===== config.mk =====
export PLATFORM = sky130hd
export DESIGN_NAME = scr1_accel_dma
export DESIGN_NICKNAME = d
export VERILOG_FILES = /design/src/rtl/scr1_accel_pkg.sv /design/src/rtl/scr1_dmem_master_if.sv /design/src/rtl/scr1_accel_dma.sv
export SDC_FILE = /design/constraint.sdc
export NUM_CORES = 1
export LEC_CHECK = 0
export BUFFER_PORTS_ARGS = -buffer_cell sky130_fd_sc_hd__buf_2
export CAP_MARGIN = 15
export CORE_ASPECT_RATIO = 0.6
export CORE_MARGIN = 4
export CORE_UTILIZATION = 45
export DETAILED_ROUTE_END_ITERATION = 7
export GPL_TIMING_DRIVEN = 0
export PLACE_DENSITY = 0.69
export SLEW_MARGIN = 20
export SYNTH_ARGS = -nofsm -noshare
export SYNTH_HDL_FRONTEND = slang
export SYNTH_SLANG_ARGS = --single-unit

===== constraint.sdc =====
create_clock -name clk -period 15.75 [get_ports clk]
set_input_delay 0.7875 -clock clk [delete_from_list [all_inputs] [get_ports clk]]
set_output_delay 0.7875 -clock clk [all_outputs]
set_load 0.01 [all_outputs]

===== src/rtl/scr1_accel_pkg.sv =====
// scr1_accel_pkg: shared SCR1 dmem types, SHA-256 accelerator register map and DMA FSM states
package scr1_accel_pkg;
  localparam int SCR1_DMEM_AWIDTH = 32;
  localparam int SCR1_DMEM_DWIDTH = 32;
  typedef enum logic {
    SCR1_MEM_CMD_RD = 1'b0,
    SCR1_MEM_CMD_WR = 1'b1
  } type_scr1_mem_cmd_e;
  typedef enum logic [1:0] {
    SCR1_MEM_WIDTH_BYTE  = 2'b00,
    SCR1_MEM_WIDTH_HWORD = 2'b01,
    SCR1_MEM_WIDTH_WORD  = 2'b10,
    SCR1_MEM_WIDTH_ERROR = 2'b11
  } type_scr1_mem_width_e;
  typedef enum logic [1:0] {
    SCR1_MEM_RESP_NOTRDY = 2'b00,
    SCR1_MEM_RESP_RDY_OK = 2'b01,
    SCR1_MEM_RESP_RDY_ER = 2'b10
  } type_scr1_mem_resp_e;
  localparam logic [31:0] ACCEL_CSR_OFS   = 32'h00;
  localparam logic [31:0] ACCEL_STATE_OFS = 32'h04;
  localparam logic [31:0] ACCEL_DATA_OFS  = 32'h24;
  localparam logic [31:0] ACCEL_GO        = 32'h1;
  localparam int          ACCEL_DONE_BIT  = 31;
  typedef enum logic [3:0] {
    DMA_IDLE, DMA_LD_RD, DMA_LD_WR, DMA_GO, DMA_POLL, DMA_ST_RD, DMA_ST_WR, DMA_FIN, DMA_ERR
  } dma_state_e;
  function automatic logic [31:0] word_addr(input logic [31:0] base, input logic [3:0] idx);
    return base + {26'd0, idx, 2'b00};
  endfunction
endpackage


===== src/rtl/scr1_dmem_master_if.sv =====
// scr1_dmem_master_if: single-outstanding SCR1 dmem request/response handshake
module scr1_dmem_master_if
  import scr1_accel_pkg::*;
(
  input  logic                          clk,
  input  logic                          rst,
  input  logic                          go,
  input  type_scr1_mem_cmd_e            cmd,
  input  logic [SCR1_DMEM_AWIDTH-1:0]   addr,
  input  logic [SCR1_DMEM_DWIDTH-1:0]   wdata,
  output logic [SCR1_DMEM_DWIDTH-1:0]   rdata,
  output logic                          ok,
  output logic                          err,
  output logic                          dmem_req,
  output type_scr1_mem_cmd_e            dmem_cmd,
  output type_scr1_mem_width_e          dmem_width,
  output logic [SCR1_DMEM_AWIDTH-1:0]   dmem_addr,
  output logic [SCR1_DMEM_DWIDTH-1:0]   dmem_wdata,
  input  logic                          dmem_req_ack,
  input  logic [SCR1_DMEM_DWIDTH-1:0]   dmem_rdata,
  input  type_scr1_mem_resp_e           dmem_resp
);
  logic pend;
  always_ff @(posedge clk or posedge rst) begin
    if (rst) begin
      dmem_req   <= 1'b0;
      pend       <= 1'b0;
      dmem_cmd   <= SCR1_MEM_CMD_RD;
      dmem_addr  <= '0;
      dmem_wdata <= '0;
    end else begin
      dmem_req <= go | (dmem_req & ~dmem_req_ack);
      pend     <= (dmem_req & dmem_req_ack) | (pend & (dmem_resp == SCR1_MEM_RESP_NOTRDY));
      if (go) begin
        dmem_cmd   <= cmd;
        dmem_addr  <= addr;
        dmem_wdata <= wdata;
      end
    end
  end
  assign ok         = pend && dmem_resp == SCR1_MEM_RESP_RDY_OK;
  assign err        = pend && dmem_resp == SCR1_MEM_RESP_RDY_ER;
  assign rdata      = dmem_rdata;
  assign dmem_width = SCR1_MEM_WIDTH_WORD;
endmodule


===== src/rtl/scr1_accel_dma.sv =====
// scr1_accel_dma: moves a 64-byte block into the SHA-256 accelerator, runs it, and copies the digest out
module scr1_accel_dma
  import scr1_accel_pkg::*;
#(
  parameter logic [31:0] ACCEL_BASE = 32'h0001_0000,
  parameter logic [15:0] POLL_MAX   = 16'd1024
) (
  input  logic                          clk,
  input  logic                          rst,
  input  logic                          start,
  input  logic [31:0]                   src_addr,
  input  logic [31:0]                   dst_addr,
  output logic                          busy,
  output logic                          done,
  output logic                          error,
  output logic                          dmem_req,
  output type_scr1_mem_cmd_e            dmem_cmd,
  output type_scr1_mem_width_e          dmem_width,
  output logic [SCR1_DMEM_AWIDTH-1:0]   dmem_addr,
  output logic [SCR1_DMEM_DWIDTH-1:0]   dmem_wdata,
  input  logic                          dmem_req_ack,
  input  logic [SCR1_DMEM_DWIDTH-1:0]   dmem_rdata,
  input  type_scr1_mem_resp_e           dmem_resp
);
  dma_state_e         state, state_n;
  logic [3:0]         idx;
  logic [2:0]         didx;
  logic [15:0]        poll_cnt;
  logic [31:0]        src, dst, hold, addr, wdata, rdata;
  type_scr1_mem_cmd_e cmd;
  logic               go, ok, err, accept, last_ld, last_st, acc_done, timeout;
  assign accept   = start && state == DMA_IDLE;
  assign last_ld  = idx == 4'd15;
  assign last_st  = didx == 3'd7;
  assign acc_done = rdata[ACCEL_DONE_BIT];
  assign timeout  = (poll_cnt + 16'd1) == POLL_MAX;
  always_ff @(posedge clk or posedge rst) begin
    if (rst) begin
      state    <= DMA_IDLE;
      idx      <= '0;
      didx     <= '0;
      poll_cnt <= '0;
      src      <= '0;
      dst      <= '0;
      hold     <= '0;
      error    <= 1'b0;
    end else begin
      state <= state_n;
      if (accept) begin
        src      <= src_addr;
        dst      <= dst_addr;
        idx      <= '0;
        didx     <= '0;
        poll_cnt <= '0;
      end
      if (ok && dmem_cmd == SCR1_MEM_CMD_RD) hold <= rdata;
      if (ok && state == DMA_LD_WR && !last_ld) idx <= idx + 4'd1;
      if (ok && state == DMA_ST_WR && !last_st) didx <= didx + 3'd1;
      if (ok && state == DMA_POLL && !acc_done) poll_cnt <= poll_cnt + 16'd1;
      error <= accept ? 1'b0 : (error | (state_n == DMA_ERR));
    end
  end
  always_comb begin
    state_n = state;
    unique case (state)
      DMA_IDLE:  if (start) state_n = DMA_LD_RD;
      DMA_LD_RD: if (ok) state_n = DMA_LD_WR;
      DMA_LD_WR: if (ok) state_n = last_ld ? DMA_GO : DMA_LD_RD;
      DMA_GO:    if (ok) state_n = DMA_POLL;
      DMA_POLL:  if (ok) state_n = acc_done ? DMA_ST_RD : (timeout ? DMA_ERR : DMA_POLL);
      DMA_ST_RD: if (ok) state_n = DMA_ST_WR;
      DMA_ST_WR: if (ok) state_n = last_st ? DMA_FIN : DMA_ST_RD;
      DMA_FIN, DMA_ERR: state_n = DMA_IDLE;
      default:   state_n = DMA_IDLE;
    endcase
    if (err) state_n = DMA_ERR;
  end
  // The next access is issued in the cycle the previous one completes, giving two cycles per access.
  always_comb begin
    busy  = !(state inside {DMA_IDLE, DMA_FIN, DMA_ERR});
    done  = state == DMA_FIN;
    go    = accept || (ok && !(state_n inside {DMA_FIN, DMA_ERR}));
    cmd   = (state_n inside {DMA_LD_WR, DMA_GO, DMA_ST_WR}) ? SCR1_MEM_CMD_WR : SCR1_MEM_CMD_RD;
    wdata = state_n == DMA_GO ? ACCEL_GO : (ok ? rdata : hold);
    addr  = state_n == DMA_LD_RD ? (state == DMA_IDLE ? src_addr : word_addr(src, idx + 4'd1)) :
            state_n == DMA_LD_WR ? word_addr(ACCEL_BASE + ACCEL_DATA_OFS, idx) :
            state_n == DMA_ST_RD ? word_addr(ACCEL_BASE + ACCEL_STATE_OFS,
                                             state == DMA_POLL ? 4'd0 : {1'b0, didx + 3'd1}) :
            state_n == DMA_ST_WR ? word_addr(dst, {1'b0, didx}) :
            ACCEL_BASE + ACCEL_CSR_OFS;
  end
  scr1_dmem_master_if u_mif (
    .clk          (clk),
    .rst          (rst),
    .go           (go),
    .cmd          (cmd),
    .addr         (addr),
    .wdata        (wdata),
    .rdata        (rdata),
    .ok           (ok),
    .err          (err),
    .dmem_req     (dmem_req),
    .dmem_cmd     (dmem_cmd),
    .dmem_width   (dmem_width),
    .dmem_addr    (dmem_addr),
    .dmem_wdata   (dmem_wdata),
    .dmem_req_ack (dmem_req_ack),
    .dmem_rdata   (dmem_rdata),
    .dmem_resp    (dmem_resp)
  );
endmodule


==> results.txt, run 1 <==
status -> finished, final reports clean
post-layout min period -> 3423 ps
Setup Viol. Count Final -> 0
post-CTS sizing -> 0
Clk Tree Root Cell -> clkbuf_16
worst vdd ir -> 0.00005943 V
# hold bufs at CTS -> 0
post-synth cell types -> 73
fin nets -> 1,288
row cnt -> 43
unrepaired setup endpoints after global routing -> false
Final ANT Viol Nets -> 0
crit path max-delay cell type -> clkbuf_1
post-route cell area -> 0.01239 mm2
WP buf/inv -> 1
final hold vios -> 0
Avg Synthesized Cell Area -> 10.72 um2
Pre-Repair DR Iteration Count -> 7
Pins Over Slew Limit -> 0
Die Y -> 126.4 um
WL final -> 28.11 mm
Initial Utilization -> 45.66%
Num CTS Buffers -> 17
Fmax -> 0.2922 GHz
Post-Syn Nets -> 1,097
most common flop cell mapped by yosys -> dfrtp_1
routability cong. -> 0.8717
crit share post-route -> 21.73%
power per cell area -> 77.40 mW/mm2
share of post-route cells with drive strength above 1 -> 33.42%
Wirelength per Cell -> 18.73 um
ys async rst share -> 100.0%
CP Capture Type -> register
CTS tree -> done
HP Class -> in -> async
flops & latches, synth -> 191
gr ovfl total -> 0
clk sink count -> 191
P_leak -> 6.087 nW
cell taking the most area after synthesis -> dfrtp_1
vias per cell -> 5.544
multi-input logic area -> 0.005375 mm2
area growth from synthesis to layout -> 17.82%
placed wire-length estimate -> 20.49 mm
total number of vias -> 8,321
Mapped Area -> 0.01051 mm2
Die X -> 205.3 um
register area -> 0.004780 mm2
CTS max path bufs -> 2
sequential-to-total area share from yosys stat -> 45.46%
EDFF count, synth -> 0
Place WS -> 12,170 ps
die footprint -> 0.02595 mm2
GRT Total Usage -> 21.95%
startpoint types -> register
Slew @ Worst Pin -> 1064 ps
MaxCap Viol Count -> 0
Slowest Stage Delay on Critical Path -> 450 ps
H-tree Lvls -> 4
final setup margin -> 12,330 ps
final core utilization -> 53.79%
global-route wire length before repair -> 44.92 mm
final setup TNS -> 0 ps
Final Skew -> 10.29 ps
ranking of synthesized cells by area -> dfrtp_1, mux2_2, mux2_4
I/O pin count -> 173
Clock transition at path regs -> 70 ps
worst-skew pair later-pin latency -> 450 ps
share of the synthesized area in the top cell type -> 45.46%
number of fill cells in the layout -> 2,111
port buffer count -> 170
core area -> 0.02303 mm2
Data required, critical path -> 16,080 ps
CP max FO -> 10
yosys warns -> 0
initial antenna violation count -> 2
drt drc -> 0
largest net degree at the start of global routing -> 101
Post-CTS Setup Inserts -> 0
placed cell areas -> 0.01179 mm2
synthesized instance count -> 981
worst-path cell chain -> ha_1 > xor2_1 > ha_1 > o21a_1 > a21oi_1 > clkbuf_1 > nor4_1 > xor2_1 > mux2i_1 > o22ai_1 > mux2_4
hold_ws -> 451.6 ps
Max transition margin -> 28.51%
WS Path Type -> reg -> reg
WP data arrival -> 3750 ps
Iteration-0 DRC Markers -> 631
Crit path max-delay family -> compound AO/OA/AOI/OAI gates
vias in the first global route -> 8,039
## state kept, by name (all words and copies together), names as in the netlist
name / cells
idx: 4
state: 4
error: 1
u_mif.dmem_cmd: 1
u_mif.pend: 1
dst: 32
hold: 32
u_mif.dmem_wdata: 32
u_mif.dmem_addr: 32
src: 32
u_mif.dmem_req: 1
poll_cnt: 16
didx: 3
## worst reg2reg max path, cell delays in order, from the launching register on
cell      delay [ps]
dfrtp_1          440
ha_1             300
xor2_1           280
ha_1             330
o21a_1           200
a21oi_1          340
clkbuf_1         450
nor4_1           160
xor2_1           170
mux2i_1          230
o22ai_1          130
mux2_4           290
## path summary, 6_finish.rpt
path                                 from  slack (ps)  cells past startpoint                  end
setup / recovery                   idx[0]       12330                     11  u_mif.dmem_addr[23]
hold / removal                        rst         450                      2  u_mif.dmem_wdata[2]
setup reg to reg                   idx[0]       12330                     11  u_mif.dmem_addr[23]
hold reg to reg            u_mif.dmem_req         500                      1       u_mif.dmem_req
max in group asynchronous             rst       14360                      3  u_mif.dmem_addr[19]
min in group clk           u_mif.dmem_req         500                      1       u_mif.dmem_req
## cell type report
| type | instances | share of cell area (%) |
|---|---|---|
| Tap cell | 315 | 3.182 |
| Buffer | 62 | 2.444 |
| Timing Repair Buffer | 172 | 7.131 |
| Clock buffer | 22 | 3.828 |
| Inverter | 15 | 0.5152 |
| Sequential cell | 191 | 38.59 |
| Clock inverter | 10 | 0.8990 |
| Multi-Input combinational cell | 713 | 43.39 |
| Antenna cell | 1 | 0.02020 |
## synth_stat cells, types with 8 or more instances
cell	count
dfrtp_1	191
mux2_4	36
xor2_1	38
nor2_1	41
mux2_2	122
o21ai_0	41
nor4_1	10
nand2_1	115
clkbuf_1	41
inv_1	14
nand4_1	15
nor3_1	10
mux2i_1	19
o22ai_1	23
and2_1	10
xnor2_1	27
a21oi_1	51
ha_1	12
buf_2	8
nand3_1	32
## kinds of logic after synthesis
group / after synthesis / share of synthesized area [%]
AOI/OAI and AO/OA: 163 / 9.520
DFF: 191 / 45.46
buffers and inverters: 77 / 3.415
other: 2 / 0.07143
muxes: 177 / 20.02
adders and majority gates: 14 / 1.809
and+or+nand+nor: 292 / 14.29
xor gates and xnor gates: 65 / 5.415
## metrics by stage
stage | std cells | power [mW]
after floorplan | 981 | 0.5083
after global placement | 1466 | 0.5279
after detailed placement | 1467 | 0.5290
after CTS | 1499 | 0.9682
after global routing | 1501 | 0.9893
final | 1501 | 0.9587
## where the power goes
group	total [mW]	switching (mW)	internal, mW	leakage, nW
sequential	0.490	0	0.490	2.65
combinational	0.0288	0.0181	0.0107	3.16
clock	0.440	0.194	0.246	0.282
## cells in the final DEF, fill, tap and decap left out, types with 4 or more instances in the layout
cell	n
nand2_1	115
and4_1	7
and3_1	7
buf_2	178
and2_1	10
nor3_1	10
nand2b_1	6
o22ai_1	23
nor2_1	41
nand3_1	32
nor4_1	10
mux2_2	122
xor2_1	38
nand4_1	15
ha_1	12
dfrtp_1	191
o31ai_1	4
clkbuf_16	17
xnor2_1	27
nor4b_1	6
buf_4	6
or3_1	5
a211o_1	4
inv_1	13
a21o_1	4
o21ai_0	41
clkbuf_1	43
mux2_4	36
buf_6	5
mux2i_1	19
a21oi_1	51
clkinv_2	4
a211oi_1	6
## layer usage
metal | global-route usage, % | up-vias | share of wire, %
met4 | 5.077 | 2 | 1.1
li1 | - | 3917 | -
met1 | 34.44 | 4101 | 49
met2 | 31.03 | 278 | 43
met5 | 0 | - | 0.039
met3 | 4.624 | 23 | 6.8
No activity file was read; power rests on OpenSTA's default activity.
==> run 2: changes to the inputs <==
--- a/config.mk
+++ b/config.mk
@@ -12,7 +12,7 @@
 export CORE_UTILIZATION = 45
 export DETAILED_ROUTE_END_ITERATION = 7
 export GPL_TIMING_DRIVEN = 0
-export PLACE_DENSITY = 0.69
+export PLACE_DENSITY = 0.72
 export SLEW_MARGIN = 20
 export SYNTH_ARGS = -nofsm -noshare
 export SYNTH_HDL_FRONTEND = slang
==> constraint.sdc (replaced) <==
create_clock -name clk -period 2.9 [get_ports clk]
set_input_delay 0.145 -clock clk [delete_from_list [all_inputs] [get_ports clk]]
set_output_delay 0.145 -clock clk [all_outputs]
set_load 0.01 [all_outputs]
==> results.txt, run 2 (same netlist as run 1, synthesis figures left out) <==
most common library cell in the layout ignoring fill and taps -> dfrtp_1
hold_ws -> 108.8 ps
WP data arrival -> 3150 ps
CP max FO -> 10
gr ovfl total -> 0
H-tree Lvls -> 4
die footprint -> 0.02595 mm2
Slew @ Worst Pin -> 851.5 ps
cell repeated most along the worst path -> clkbuf_1
Iteration-0 DRC Markers -> 587
unrepaired setup endpoints after global routing -> true
Pins Over Slew Limit -> 0
vias per cell -> 5.480
Wirelength per Cell -> 18.70 um
post-route cell area -> 0.01377 mm2
Data required, critical path -> 3240 ps
WL final -> 30.13 mm
Crit path max-delay family -> buffers and inverters
fin nets -> 1,399
CTS max path bufs -> 2
placed wire-length estimate -> 21.15 mm
clk sink count -> 191
initial antenna violation count -> 2
P_leak -> 6.637 nW
Die X -> 205.3 um
final hold vios -> 0
post-layout min period -> 2807 ps
HP Class -> in -> reg
worst-skew pair later-pin latency -> 460 ps
WS Path Type -> reg -> reg
Clock transition at path regs -> 70 ps
share of post-route cells with drive strength above 1 -> 34.83%
most frequent cells in the layout -> dfrtp_1, buf_2, mux2_2
crit path max-delay cell type -> clkbuf_1
Final ANT Viol Nets -> 0
CTS tree -> done
port buffer count -> 170
Pre-Repair DR Iteration Count -> 5
largest net degree at the start of global routing -> 35
Num CTS Buffers -> 17
Max transition margin -> 43.23%
Slowest Stage Delay on Critical Path -> 690 ps
number of fill cells in the layout -> 1,899
Initial Utilization -> 45.66%
Fmax -> 0.3563 GHz
Clk Tree Root Cell -> clkbuf_16
status -> finished, final reports clean
startpoint types -> register
core area -> 0.02303 mm2
area growth from synthesis to layout -> 30.98%
vias in the first global route -> 8,879
worst vdd ir -> 0.0004297 V
Die Y -> 126.4 um
row cnt -> 43
GRT Total Usage -> 23.20%
Final Skew -> 10.88 ps
drt drc -> 0
placed cell areas -> 0.01190 mm2
WP buf/inv -> 2
total number of vias -> 8,829
MaxCap Viol Count -> 0
crit share post-route -> 96.79%
CP Capture Type -> register
routability cong. -> 0.8741
global-route wire length before repair -> 47.71 mm
I/O pin count -> 173
Setup Viol. Count Final -> 0
worst-path cell chain -> nor4_1 > clkbuf_1 > clkbuf_1 > nor2_1 > a21oi_1 > o22ai_1 > mux2_4
power per cell area -> 386.4 mW/mm2
==> run 2: final cells by class <==
type | count | area [um2] | share of cell area, %
flip-flops and latches | 191 | 4788 | 34.77
multi-input cells | 713 | 5554 | 40.33
clock inverters | 13 | 140.1 | 1.018
plain buffers | 60 | 335.3 | 2.435
repair buffers | 285 | 2057 | 14.94
diodes | 1 | 2.502 | 0.01817
clock buffers | 18 | 439.2 | 3.189
inverters | 15 | 60.06 | 0.4361
well taps | 315 | 394.1 | 2.862
==> run 2: stage by stage <==
| step | setup slack, ps | utilization, % | std cells | total power [mW] | setup TNS (ps) |
|---|---|---|---|---|---|
| global placement | -990.1 | 51.08 | 1466 | 2.865 | -192930 |
| finish | 93.15 | 59.80 | 1611 | 5.321 | 0 |
| global route | -24.80 | 59.80 | 1611 | 5.493 | -437.1 |
| floorplan | 170.4 | - | 981 | 2.761 | 0 |
| CTS | 16.36 | 58.81 | 1599 | 5.357 | 0 |
| detailed placement | -459.1 | 51.67 | 1472 | 2.888 | -13060 |
==> run 2: power breakdown <==
part	total [mW]	switching, mW	internal, mW
sequential	2.66	0	2.66
combinational	0.279	0.121	0.158
clock	2.38	1.09	1.29
==> run 2: per-layer routing <==
layer / vias up / global-route usage, % / share of wire (%)
li1: 4113 / - / -
met1: 4393 / 33.71 / 48
met2: 290 / 35.34 / 45
met3: 31 / 5.825 / 6.9
met4: 2 / 5.195 / 0.95
met5: - / 0 / 0.043
==> run 2: final timing paths <==
kind,from,to,slack [ps],cells past startpoint
max,state[2],u_mif.dmem_addr[6],90,7
min,dmem_rdata[31],hold[31],110,2
max reg2reg,state[2],u_mif.dmem_addr[6],90,7
min reg2reg,error,error,490,1
max in group asynchronous,rst,u_mif.dmem_wdata[15],1310,7
min in group asynchronous,rst,dst[1],320,3
==> run 2: timing repair <==
| action | 4_1_cts | 5_1_grt |
|---|---|---|
| gates resized for setup | 23 | 41 |
| buffers inserted | 0 | 9 |
| pin swaps | 1 | 5 |
| hold buffers | 98 | 0 |
| gates cloned | 0 | 1 |
| endpoints found under the setup margin | 65 | 72 |
| hold endpoints to repair | 123 | 0 |
==> run 3: changes to the inputs <==
--- a/config.mk
+++ b/config.mk
@@ -7,12 +7,14 @@
 export LEC_CHECK = 0
 export BUFFER_PORTS_ARGS = -buffer_cell sky130_fd_sc_hd__buf_2
 export CAP_MARGIN = 15
+export CELL_PAD_IN_SITES_DETAIL_PLACEMENT = 0
+export CELL_PAD_IN_SITES_GLOBAL_PLACEMENT = 1
 export CORE_ASPECT_RATIO = 0.6
 export CORE_MARGIN = 4
-export CORE_UTILIZATION = 45
+export CORE_UTILIZATION = 40
 export DETAILED_ROUTE_END_ITERATION = 7
 export GPL_TIMING_DRIVEN = 0
-export PLACE_DENSITY = 0.72
+export PLACE_DENSITY = 0.79
 export SLEW_MARGIN = 20
 export SYNTH_ARGS = -nofsm -noshare
 export SYNTH_HDL_FRONTEND = slang
==> results.txt, run 3 (same netlist as run 1, synthesis figures left out) <==
multi-input logic area -> 0.005635 mm2
most frequent cells in the layout -> dfrtp_1, buf_2, mux2_2
clk sink count -> 191
register area -> 0.004786 mm2
Placed Cells -> 1,509
Data required, critical path -> 3230 ps
CTS tree -> done
WS Path Type -> reg -> reg
core area -> 0.02556 mm2
total power -> 5.278 mW
Max transition margin -> 42.54%
initial antenna violation count -> 0
crit share post-route -> 96.54%
Final Skew -> 12.80 ps
Pins Over Slew Limit -> 0
Clk Tree Root Cell -> clkbuf_16
vias in the first global route -> 8,632
CP max FO -> 10
row cnt -> 45
Clock transition at path regs -> 70 ps
MaxCap Viol Count -> 0
CTS max path bufs -> 2
I/O pin count -> 173
Place WS -> -508.3 ps
Final ANT Viol Nets -> 0
power per cell area -> 381.5 mW/mm2
met3 Use GR -> 4.650%
final hold vios -> 0
status -> finished, final reports clean
total number of vias -> 8,680
placed wire-length estimate -> 21.58 mm
vias per cell -> 5.289
number of fill cells in the layout -> 2,262
Num CTS Buffers -> 17
die footprint -> 0.02903 mm2
H-tree Lvls -> 4
startpoint types -> register
CP Capture Type -> register
Initial Utilization -> 41.13%
post-route cell area -> 0.01384 mm2
Slew @ Worst Pin -> 861.9 ps
WL final -> 30.18 mm
Setup Viol. Count Final -> 0
GRT Total Usage -> 20.90%
post-layout min period -> 2800 ps
Die Y -> 133.6 um
busiest grt layer -> met1
final cell count without fillers -> 1,641
Iteration-0 DRC Markers -> 591
port buffer count -> 170
final setup margin -> 100.3 ps
fin nets -> 1,392
gr ovfl total -> 0
share of post-route cells with drive strength above 1 -> 34.91%
Fmax -> 0.3572 GHz
Die X -> 217.3 um
unrepaired setup endpoints after global routing -> true
Wirelength per Cell -> 18.39 um
Pre-Repair DR Iteration Count -> 5
area growth from synthesis to layout -> 31.60%
worst vdd ir -> 0.0003861 V
routability cong. -> 0.8412
antenna fix cells -> 0
met1 GRT Util -> 31.86%
drt drc -> 0
largest net degree at the start of global routing -> 34
met2 usage -> 30.55%
P_leak -> 6.618 nW
global-route wire length before repair -> 48.28 mm
worst-skew pair later-pin latency -> 450 ps
WP data arrival -> 3130 ps
most common library cell in the layout ignoring fill and taps -> dfrtp_1
HP Class -> in -> reg
placed cell areas -> 0.01194 mm2
run 3: per-layer routing:
| metal | part of all wire (%) | wire, um |
|---|---|---|
| met3 | 5.4 | 1637 |
| met2 | 43 | 13000 |
| met4 | 0.86 | 260 |
| met1 | 51 | 15280 |
| met5 | 0 | 0 |
run 3: worst paths after layout:
check                      slack, ps      startpoint  depth (start not counted)                    to
max reg2reg                      100     poll_cnt[0]                         10    u_mif.dmem_addr[7]
min                              150  dmem_rdata[31]                          2              hold[31]
max                              100     poll_cnt[0]                         10    u_mif.dmem_addr[7]
max in group asynchronous       1560             rst                          6  u_mif.dmem_wdata[24]
min in group asynchronous        300             rst                          3                dst[0]
min reg2reg                      500  u_mif.dmem_req                          1        u_mif.dmem_req
run 3: metrics by stage:
step	util (%)	hold slack (ps)	setup TNS [ps]
after CTS	53.08	81.77	-73.80
after floorplan	-	252.3	0
after detailed placement	46.70	241.7	-19720
after global routing	54.13	146.7	-129.7
after global placement	46.20	378.0	-213130
final	54.13	146.5	0
run 3: cell type report:
cell class / count / share of cell area (%)
plain buffers: 60 / 2.541
clock buffers: 20 / 3.373
clock inverters: 12 / 0.7868
inverters: 15 / 0.4341
multi-input cells: 713 / 40.73
flip-flops and latches: 191 / 34.59
well taps: 352 / 3.183
repair buffers: 278 / 14.36
run 3: what timing repair did:
item                                    CTS  global route
gates resized for setup                  20            58
setup buffers                             0             3
endpoints found under the setup margin   66            73
endpoints found under the hold margin   116             0
hold buffers                             98             0
pin swaps                                 1             3
cloned                                    0             0
run 3: where the power goes:
part	total (mW)	internal, mW	switching [mW]
Sequential	2.66	2.66	0
Clock	2.34	1.25	1.09
Combinational	0.277	0.156	0.121
run 3: worst max-delay path, cell delays in order (launching register included):
cell and delay (ps):
dfrtp_2 460, ha_2 290, nand3_2 200, nor3_1 220, and4b_1 230, o22ai_2 260
nor4_4 100, o21ai_4 240, buf_12 190, buf_8 180, mux2_4 310
